<file path="src/rtl/divmmc_pkg.sv">
// Shared DivMMC definitions: port-decoder addresses, SPI shifter states and the
// default byte clocked out on read-ahead transfers.
package divmmc_pkg;

    localparam logic [7:0] DIVMMC_PORT_CTRL  = 8'hE3;
    localparam logic [7:0] DIVMMC_PORT_CS    = 8'hE7;
    localparam logic [7:0] DIVMMC_PORT_SPI   = 8'hEB;

    localparam logic [7:0] DEFAULT_IDLE_BYTE = 8'hFF;

    typedef enum logic [2:0] {
        ST_IDLE,
        ST_LOAD,
        ST_LOW,
        ST_HIGH,
        ST_DONE
    } spi_state_t;

endpackage

</file>
<file path="src/rtl/divmmc_spi_clkdiv.sv">
// SCK half-period tick generator. The tick falls in the last clk cycle of each
// half-period; restart lines the next half-period up with the following cycle.
module divmmc_spi_clkdiv #(
    parameter int HALF_PERIOD = 2
) (
    input  logic clk,
    input  logic reset,
    input  logic restart,
    output logic tick
);

    localparam logic [7:0] RELOAD = 8'(HALF_PERIOD - 1);

    logic [7:0] count;

    always_ff @(posedge clk) begin
        if (reset || restart || count == 8'd0) begin
            count <= RELOAD;
        end else begin
            count <= count - 8'd1;
        end
    end

    assign tick = (count == 8'd0) && !restart;

endmodule

</file>
<file path="src/rtl/divmmc_spi.sv">
// Byte-wide SPI mode-0 master behind DivMMC port 0xEB, with a one-deep pending
// slot so that strobes arriving mid-transfer are queued instead of lost.
module divmmc_spi
    import divmmc_pkg::*;
#(
    parameter int         HALF_PERIOD = 2,
    parameter logic [7:0] IDLE_BYTE   = DEFAULT_IDLE_BYTE
) (
    input  logic       clk,
    input  logic       reset,
    input  logic       tx_strobe,
    input  logic       rx_strobe,
    input  logic [7:0] din,
    output logic [7:0] dout,
    output logic       busy,
    output logic       done,
    output logic       spi_clk,
    input  logic       spi_di,
    output logic       spi_do
);

    spi_state_t state;
    logic [7:0] shift_reg;
    logic [7:0] rx_reg;
    logic [7:0] pend_byte;
    logic       pend_valid;
    logic [2:0] bit_cnt;
    logic       tick;
    logic       restart;
    logic       strobe;
    logic [7:0] strobe_byte;

    // A simultaneous tx and rx strobe is treated as a plain tx; the read-ahead is dropped.
    assign strobe      = tx_strobe || rx_strobe;
    assign strobe_byte = tx_strobe ? din : IDLE_BYTE;
    assign restart     = (state == ST_LOAD);

    divmmc_spi_clkdiv #(
        .HALF_PERIOD(HALF_PERIOD)
    ) u_clkdiv (
        .clk    (clk),
        .reset  (reset),
        .restart(restart),
        .tick   (tick)
    );

    always_ff @(posedge clk) begin
        if (reset) begin
            state      <= ST_IDLE;
            shift_reg  <= 8'h00;
            rx_reg     <= 8'h00;
            pend_byte  <= 8'h00;
            pend_valid <= 1'b0;
            bit_cnt    <= 3'd0;
            dout       <= 8'hFF;
            busy       <= 1'b0;
            done       <= 1'b0;
            spi_clk    <= 1'b0;
            spi_do     <= 1'b1;
        end else begin
            done <= 1'b0;
            if (strobe && state != ST_IDLE) begin
                pend_valid <= 1'b1;
                pend_byte  <= strobe_byte;
            end
            case (state)
                ST_IDLE: begin
                    if (strobe) begin
                        state     <= ST_LOAD;
                        shift_reg <= strobe_byte;
                        bit_cnt   <= 3'd7;
                        busy      <= 1'b1;
                    end
                end
                ST_LOAD: begin
                    spi_do  <= shift_reg[7];
                    spi_clk <= 1'b0;
                    state   <= ST_LOW;
                end
                ST_LOW: begin
                    if (tick) begin
                        spi_clk <= 1'b1;
                        rx_reg  <= {rx_reg[6:0], spi_di};
                        state   <= ST_HIGH;
                    end
                end
                ST_HIGH: begin
                    if (tick) begin
                        spi_clk <= 1'b0;
                        if (bit_cnt != 3'd0) begin
                            bit_cnt   <= bit_cnt - 3'd1;
                            shift_reg <= {shift_reg[6:0], 1'b0};
                            spi_do    <= shift_reg[6];
                            state     <= ST_LOW;
                        end else begin
                            state <= ST_DONE;
                        end
                    end
                end
                ST_DONE: begin
                    dout   <= rx_reg;
                    done   <= 1'b1;
                    spi_do <= 1'b1;
                    // A strobe in this very cycle overwrites the slot before it is consumed.
                    if (strobe) begin
                        state      <= ST_LOAD;
                        shift_reg  <= strobe_byte;
                        bit_cnt    <= 3'd7;
                        pend_valid <= 1'b0;
                    end else if (pend_valid) begin
                        state      <= ST_LOAD;
                        shift_reg  <= pend_byte;
                        bit_cnt    <= 3'd7;
                        pend_valid <= 1'b0;
                    end else begin
                        state <= ST_IDLE;
                        busy  <= 1'b0;
                    end
                end
                default: state <= ST_IDLE;
            endcase
        end
    end

endmodule

</file>
<file path="config.mk">
export PLATFORM = sky130hd
export DESIGN_NAME = divmmc_spi
export DESIGN_NICKNAME = d
export VERILOG_FILES = /design/src/rtl/divmmc_pkg.sv /design/src/rtl/divmmc_spi_clkdiv.sv /design/src/rtl/divmmc_spi.sv
export SDC_FILE = /design/constraint.sdc
export NUM_CORES = 1
export LEC_CHECK = 0
export ABC_AREA = 1
export BUFFER_PORTS_ARGS = -buffer_cell sky130_fd_sc_hd__buf_2
export CAP_MARGIN = 5
export CORE_MARGIN = 4
export CORE_UTILIZATION = 51
export DETAILED_ROUTE_END_ITERATION = 16
export PLACE_DENSITY = 0.8
export SYNTH_ARGS = -nofsm -noshare
export SYNTH_HDL_FRONTEND = slang
export SYNTH_HIERARCHICAL = 1
export SYNTH_SLANG_ARGS = --single-unit
</file>
<file path="constraint.sdc">
create_clock -name clk -period 4.1 [get_ports clk]
set_clock_uncertainty 0.05 [all_clocks]
set_input_delay 1.025 -clock clk [delete_from_list [all_inputs] [get_ports clk]]
set_output_delay 1.025 -clock clk [all_outputs]
set_load 0.02 [all_outputs]
</file>
---- Word-level counts from Yosys, hierarchy flattened ----
Cells that the tools add are included.
word-level totals
  output and inout bits ................... 12
  word-level logic and storage cells ...... 80
  flip-flop bits (word level) ............. 51
  bits in latches ......................... 0
  ROM bits ................................ 0
  bits in writable memories ............... 0
  memories kept ........................... 0
  input port bits ......................... 13
operators by class
  eq/ne operators ......................... 11
  multipliers ............................. 0
  muxes and demuxes ....................... 35
  bitwise gates (word level) .............. 0
  shifts and indexed selects .............. 0
  div/mod/pow operators ................... 0
  $add $sub $neg .......................... 2
  reductions and logical operators ........ 20
  order comparisons ....................... 0
operator list
  kind                 number
  $mux 8               6
  $mux 3               9
  $pmux 8 s3           1
  $pmux 3 s5           1
  $reduce_bool 3->1    5
  $mux 1               14
  $ne 2x2->1 const B   6
  $pmux 3 s3           1
  $reduce_and 3->1     3
  $logic_not 8->1      1
  $sub 8x1->8 const B  1
  $eq 3x2->1 const B   2
  $pmux 1 s3           2
  $reduce_and 5->1     1
  $reduce_and 4->1     1
  $eq 3x1->1 const B   1
  $eq 3x3->1 const B   1
  $logic_not 3->1      1
  $logic_or 1x1->1     3
  $ne 3x3->1 const B   1
  $sub 3x1->3 const B  1
  $logic_and 1x1->1    2
  $pmux 1 s2           1
  $reduce_and 2->1     1
  other kinds (2)      2

---- Longest topological paths before layout ----
Gate-level depths: netlist of the first run.
  depth in word-level cells ............... 6
  depth in mapped cells ................... 13
  depth with buffers taken out ............ 12

---- Hierarchy ----
The synthesis of the first run kept the hierarchy.
by module, submodules not included
  module             instances  cells each  area an instance (sq um)  sequential area each (sq um)
  divmmc_spi         1          288         1955.6                    860.8
  divmmc_spi_clkdiv  1          53          424.2                     160.2

---- Worst setup path after synthesis of the first run ----
Ideal clock, no wire load.
  kind .................................... in2reg
  start point ............................. input port tx_strobe
  end point ............................... register pend_valid
  stages .................................. 6
  slack ................................... 2.078 ns
  data required time ...................... 3.922 ns
  library setup time ...................... 0.128 ns
  arrival time ............................ 1.844 ns
  cell sequence ........................... nor2_1 buf_2 nor2_2 buf_4 o21ai_0 nor2_1
between the ends
  longest elaborated chain between the ends .. 6
ends and longest elaborated chain
  element               line               source
  from (decl)           divmmc_spi.sv:11   input logic tx_strobe,
  $logic_or 1x1->1 (*)  divmmc_spi.sv:34   assign strobe = tx_strobe || rx_strobe;
  $logic_and 1x1->1     divmmc_spi.sv:62   if (strobe && state != ST_IDLE) begin
  $mux 1                divmmc_spi.sv:62
  $mux 1                divmmc_spi.sv:110  end else if (pend_valid) begin
  $mux 1                divmmc_spi.sv:105  if (strobe) begin
  $mux 1 (*)            divmmc_spi.sv:66   case (state)
  to (signal assigned)  divmmc_spi.sv:63   pend_valid <= 1'b1;
  to (signal assigned)  divmmc_spi.sv:109  pend_valid <= 1'b0;
  to (signal assigned)  divmmc_spi.sv:114  pend_valid <= 1'b0;
  to (decl)             divmmc_spi.sv:26   logic pend_valid;
Mark *: on every way between the ends. The rest lies on a longest branch, timed or not.
A chain may end at the register's enable or synchronous reset.

---- Worst setup path after layout of the first run ----
  start point ............................. input port tx_strobe
  end point ............................... register shift_reg[7]
between the ends
  longest elaborated chain between the ends .. 3
  elaborated cells on any way between the ends .. 8
  classes of those cells .................. eq/ne: 2; mux: 4; reduce/logical: 2
ends and longest elaborated chain
  element                                                line                                source
  $mux 8 / $logic_or 1x1->1 (equally long branches)      divmmc_spi.sv:35, divmmc_spi.sv:34
  $mux 8, or another cell as far along                   divmmc_spi.sv:105
  $pmux 8 s3 / $reduce_and 5->1 (equally long branches)  -
  to (signal assigned)                                   divmmc_spi.sv:70                    shift_reg <= strobe_byte;
  to (signal assigned)                                   divmmc_spi.sv:107                   shift_reg <= strobe_byte;
  to (signal assigned)                                   divmmc_spi.sv:112                   shift_reg <= pend_byte;
  to (decl)                                              divmmc_spi.sv:23                    logic [7:0] shift_reg;
Several ways; a longest one is shown, not always the timed one. The select of a mux whose other input is x is not followed.

==> out/qor.txt, run 1 <==
status - complete, no violations
max-slew violations - 0
Worst setup EP type - flip-flop
arrival time worst endpoint - 2.42 ns
Combinational Power Share - 42.1%
Gate Count Post-Synth - 341
clk sinks - 51
P per Cell Area - 702.1 nW/um2
Layout Nets - 379
Slowest-stage cell, CP - nor2_1
Mapped Avg Cell Area - 6.979 um2
sequential share of the synthesized area - 42.90%
GRT overflow - 0
row count - 24
# Post-CTS Setup Buffers - 0
most common cell after layout, fill and taps aside - nand2_1
dpl hpwl - 3342 um
port bufs - 24
Switching Share - 42.94%
Worst path max stage delay - 0.66 ns
Routed WL - 4755 um
Critical Path Fanout Max - 14
Sw Pwr - 784.7 uW
Max-Cap Viols - 0
DRC errors left - 0
Final min period - 2.250 ns
Least-Margin Pin Slew - 0.8547 ns
clk_lat worst skew - 0.31 ns
clock buffer count from CTS - 5
number of DRC markers in iteration 0 - 161
Syn Nets - 358
hold buffer count at cts - 0
Vias/cell - 5.075
r2r setup slk - 1.93 ns
clk buf depth - 2
Hold Fails Final Rpt - 0
Avg WL per Cell - 11.46 um
pin count of the biggest net entering global routing - 32
total track usage - 17.49%
layout cells sized above 1 - 14.88%
Layout fillers - 425
Place WS - 1.539 ns
unrepaired setup endpoints after global routing - false
Worst-path clk slew - 0.10 ns
vias in the first global route - 1953
Hold Path Class - flip-flop to flip-flop
clock share of power - 16.6%
Peak Freq - 444.3 MHz
drt first pass iters - 4
Seq pwr share - 41.4%
CTS tree - done
PnR worst setup slack - 1.850 ns
CTS Root Cell - clkbuf_8
P_leak - 0.001171 uW
most frequent cells in the layout - nand2_1, nor2_1, dfxtp_1
Rel. slew slack - 42.81%
# IOs - 25
first-pass GRT wire length - 8424 um
Die H - 76.31 um
Peak supply drop - 401.5 uV
GPL Wtd Cong - 0.8225
Area Overhead vs Synth - 9.359%
Die W - 76.31 um
area of the die - 5823 um2
Pint - 1043 uW
CTS H-Tree Depth - 2
initial antenna violation count - 0
via count - 2106
Core Footprint - 4444 um2
initial core utilization - 53.55%
CTS resizes - 0
CP startpoint kind - input pin
Crit path required time - 4.27 ns
post-synthesis cell area - 2380 um2
count of state elements after synthesis - 51
period utilization - 54.89%
antenna cells - 0
Yosys warnings - 6
crit path cell chain - buf_2, nor2_1, o211ai_4, nand2_4, nand2_1, nand2_1, nor2_1
setup TNS - 0 ns
Setup CP Type - input pin to flip-flop
Setup violations, final - 0
Sequential Area - 1021 um2
ANT nets after route - 0
Yosys cell types - 32
Multi-input gate area - 1150 um2
[layer usage]
layer / vias up / GRT usage (%) / share of wire (%)
li1: 1117 / - / -
met1: 941 / 22.60 / 49
met2: 40 / 26.89 / 44
met3: 8 / 5.674 / 5.6
met4: 0 / 7.065 / 1.6
met5: - / 0 / 0
[through the flow]
| step | instances | total power [uW] | hold WS [ns] | util, % | area (um2) |
|---|---|---|---|---|---|
| 2_1_floorplan | 341 | 1399 | 0.3151 | - | 2380 |
| 3_3_place_gp | 407 | 1503 | 0.3258 | 56.48 | 2510 |
| 3_5_place_dp | 407 | 1534 | 0.3430 | 56.48 | 2510 |
| 4_1_cts | 415 | 1838 | 0.3662 | 58.56 | 2603 |
| 5_1_grt | 415 | 2002 | 0.3918 | 58.56 | 2603 |
| 6_report | 415 | 1827 | 0.3633 | 58.56 | 2603 |
[synth_stat cells]
cell,n,area [um2]
a21oi_1,24,120.1
a21oi_2,4,35.03
buf_2,5,25.02
buf_4,1,7.510
buf_6,1,11.26
clkbuf_1,3,11.26
dfxtp_1,51,1021
ha_1,4,50.05
inv_1,38,142.6
inv_2,3,11.26
nand2_1,78,292.8
nand2_2,2,12.51
nand2_4,1,11.26
nand3_1,10,50.05
nand3_2,1,10.01
nand3b_1,2,15.01
nand4_1,1,6.260
nor2_1,58,217.7
nor2_2,7,43.79
nor2_4,1,11.26
nor3_1,7,35.03
nor4_1,1,6.260
o211ai_1,1,7.510
o211ai_4,1,21.27
o21ai_0,29,145.1
o21ai_1,1,5.000
o21bai_1,1,7.510
o21bai_4,1,18.77
or2_0,1,6.260
or2_1,1,6.260
or2_2,1,6.260
xor2_1,1,8.760
[critical path: cells and delay by family]
kind	cells	cell delay, ns
AND/OR/NAND/NOR	5	1.08
buffers and inverters	1	0.11
AO/OA/AOI/OAI	1	0.21
[path summary, 6_finish.rpt]
check,start,to,depth (start not counted)
max reg2reg,state[2]$_SDFFE_PP0P_,rx_reg[5]$_SDFFE_PP0P_,8
max,tx_strobe,shift_reg[7]$_SDFFE_PP0P_,7
min,u_clkdiv/count[0]$_SDFF_PP1_,u_clkdiv/count[0]$_SDFF_PP1_,1
min reg2reg,u_clkdiv/count[0]$_SDFF_PP1_,u_clkdiv/count[0]$_SDFF_PP1_,1
[power by group through the flow]
stage,Clock (uW),Combinational [uW],Sequential (uW)
2_1_floorplan,0,641,758
6_report,303,769,756
5_1_grt,337,885,780
3_5_place_dp,0,770,764
4_1_cts,310,773,755
3_3_place_gp,0,744,759
[final cells by class]
class / count / area share, %
multi-input combinational: 239 / 44.18
sequential: 51 / 39.23
inverter: 41 / 5.913
timing repair buffer: 24 / 4.615
clock buffer: 5 / 2.644
tap: 52 / 2.500
clock inverter: 3 / 0.9135
[cell families (layout without fill, tap and decap cells)]
kind of cell             after synthesis  after routing  share of synthesized area (%)
AO/OA/AOI/OAI                         62             62                          15.14
adder cells (fa/ha/maj)                4              4                          2.103
XOR/XNOR                               1              1                         0.3681
AND/OR/NAND/NOR                      172            172                          30.70
flip-flops                            51             51                          42.90
buffers and inverters                 51             73                          8.780
Power figures use the tool's default switching activity.
==> run 2, diff against run 1 <==
clock period = 2.3 ns   (was 4.1 ns; I/O delays follow)
==> out/qor.txt, run 2 (synthesized netlist as in run 1, its figures left out) <==
CTS tree - done
row count - 24
setup TNS - 0 ns
Worst-path clk slew - 0.10 ns
dpl hpwl - 3345 um
GPL Wtd Cong - 0.8741
P_leak - 0.001200 uW
unrepaired setup endpoints after global routing - false
antenna cells - 0
PnR worst setup slack - 0.3494 ns
# Post-CTS Setup Buffers - 0
arrival time worst endpoint - 2.15 ns
status - complete, no violations
period utilization - 84.81%
most frequent cells in the layout - nand2_1, nor2_1, dfxtp_1
clk buf depth - 2
DRC errors left - 0
crit path cell chain - inv_2, nand2_1, nor2_1, nor3_1, nand3_1, inv_1, o21ai_0, a21oi_1
layout cells sized above 1 - 16.03%
CTS resizes - 0
Crit path max-delay family - simple AND/OR/NAND/NOR gates
CTS Root Cell - clkbuf_8
ANT nets after route - 0
Die W - 76.31 um
Hold Path Class - flip-flop to flip-flop
hold buffer count at cts - 0
pin count of the biggest net entering global routing - 19
# IOs - 25
clk_lat worst skew - 0.31 ns
Final min period - 1.951 ns
Worst path max stage delay - 0.50 ns
clk sinks - 51
GRT overflow - 0
Rel. slew slack - 61.78%
initial antenna violation count - 0
Place WS - 0.3947 ns
Die H - 76.31 um
vias in the first global route - 1860
Hold Fails Final Rpt - 0
max-slew violations - 0
Layout Nets - 384
CTS H-Tree Depth - 2
Critical Path Fanout Max - 14
via count - 2083
drt first pass iters - 4
Avg WL per Cell - 10.98 um
number of DRC markers in iteration 0 - 99
P per Cell Area - 1238 nW/um2
Core Footprint - 4444 um2
Least-Margin Pin Slew - 0.5727 ns
port bufs - 24
Peak Freq - 512.7 MHz
Setup CP Type - flip-flop to flip-flop
Crit path required time - 2.50 ns
clock buffer count from CTS - 5
Routed WL - 4612 um
Peak supply drop - 773.3 uV
most common cell after layout, fill and taps aside - nand2_1
area of the die - 5823 um2
Max-Cap Viols - 0
Area Overhead vs Synth - 11.04%
first-pass GRT wire length - 8010 um
critical path buffer and inverter count - 2
initial core utilization - 53.55%
CP startpoint kind - flip-flop
Slowest-stage cell, CP - dfxtp_1
Worst setup EP type - flip-flop
Vias/cell - 4.960
Setup violations, final - 0
total track usage - 16.41%
run 2: changes by cell type in the layout (fill, tap and decap cells not counted):
cell / before / now
buf_4: 0 / 5
clkinv_2: 1 / 0
clkinv_4: 0 / 1
clkinvlp_4: 1 / 0
inv_6: 0 / 2
inv_8: 1 / 0
run 2: path summary, 6_finish.rpt:
| kind | slack [ns] | depth (start not counted) | from | end |
|---|---|---|---|---|
| worst min register to register | 0.35 | 1 | u_clkdiv/count[0]$_SDFF_PP1_ | u_clkdiv/count[0]$_SDFF_PP1_ |
| worst max register to register | 0.35 | 8 | state[2]$_SDFFE_PP0P_ | rx_reg[5]$_SDFFE_PP0P_ |
| worst min-delay path | 0.35 | 1 | u_clkdiv/count[0]$_SDFF_PP1_ | u_clkdiv/count[0]$_SDFF_PP1_ |
| worst max-delay path | 0.35 | 8 | state[2]$_SDFFE_PP0P_ | rx_reg[5]$_SDFFE_PP0P_ |
run 2: stage by stage:
| stage | total power, uW | util [%] | hold slack, ns | instance area [um2] | cells |
|---|---|---|---|---|---|
| 6_report | 3273 | 59.46 | 0.3477 | 2643 | 420 |
| 5_1_grt | 3588 | 59.46 | 0.3773 | 2643 | 420 |
| 4_1_cts | 3310 | 59.46 | 0.3501 | 2643 | 420 |
| 3_5_place_dp | 2760 | 57.32 | 0.3275 | 2547 | 412 |
| 3_3_place_gp | 2713 | 57.32 | 0.3262 | 2547 | 412 |
| 2_1_floorplan | 2494 | - | 0.3151 | 2380 | 341 |
run 2: area by class of cell:
class | count | area (um2)
Fill cell | 411 | 1802
Multi-Input combinational cell | 239 | 1150
Sequential cell | 51 | 1021
Timing Repair Buffer | 29 | 157.7
Inverter | 41 | 153.9
Clock buffer | 5 | 68.82
Tap cell | 52 | 65.06
Clock inverter | 3 | 26.28
run 2: power breakdown:
part | internal, uW | leakage (uW) | switching, uW | total (uW)
combinational | 492 | 0.000731 | 895 | 1390
clock | 224 | 0.0000491 | 314 | 539
sequential | 1170 | 0.000419 | 179 | 1350
total | 1880 | 0.00120 | 1390 | 3270
run 2: layer usage:
metal | wire (um) | share of wire (%) | track usage, %
met3 | 237 | 5.1 | 4.255
met2 | 2086 | 45 | 27.24
met4 | 63 | 1.4 | 5.435
met1 | 2224 | 48 | 20.69
met5 | 0 | 0 | 0
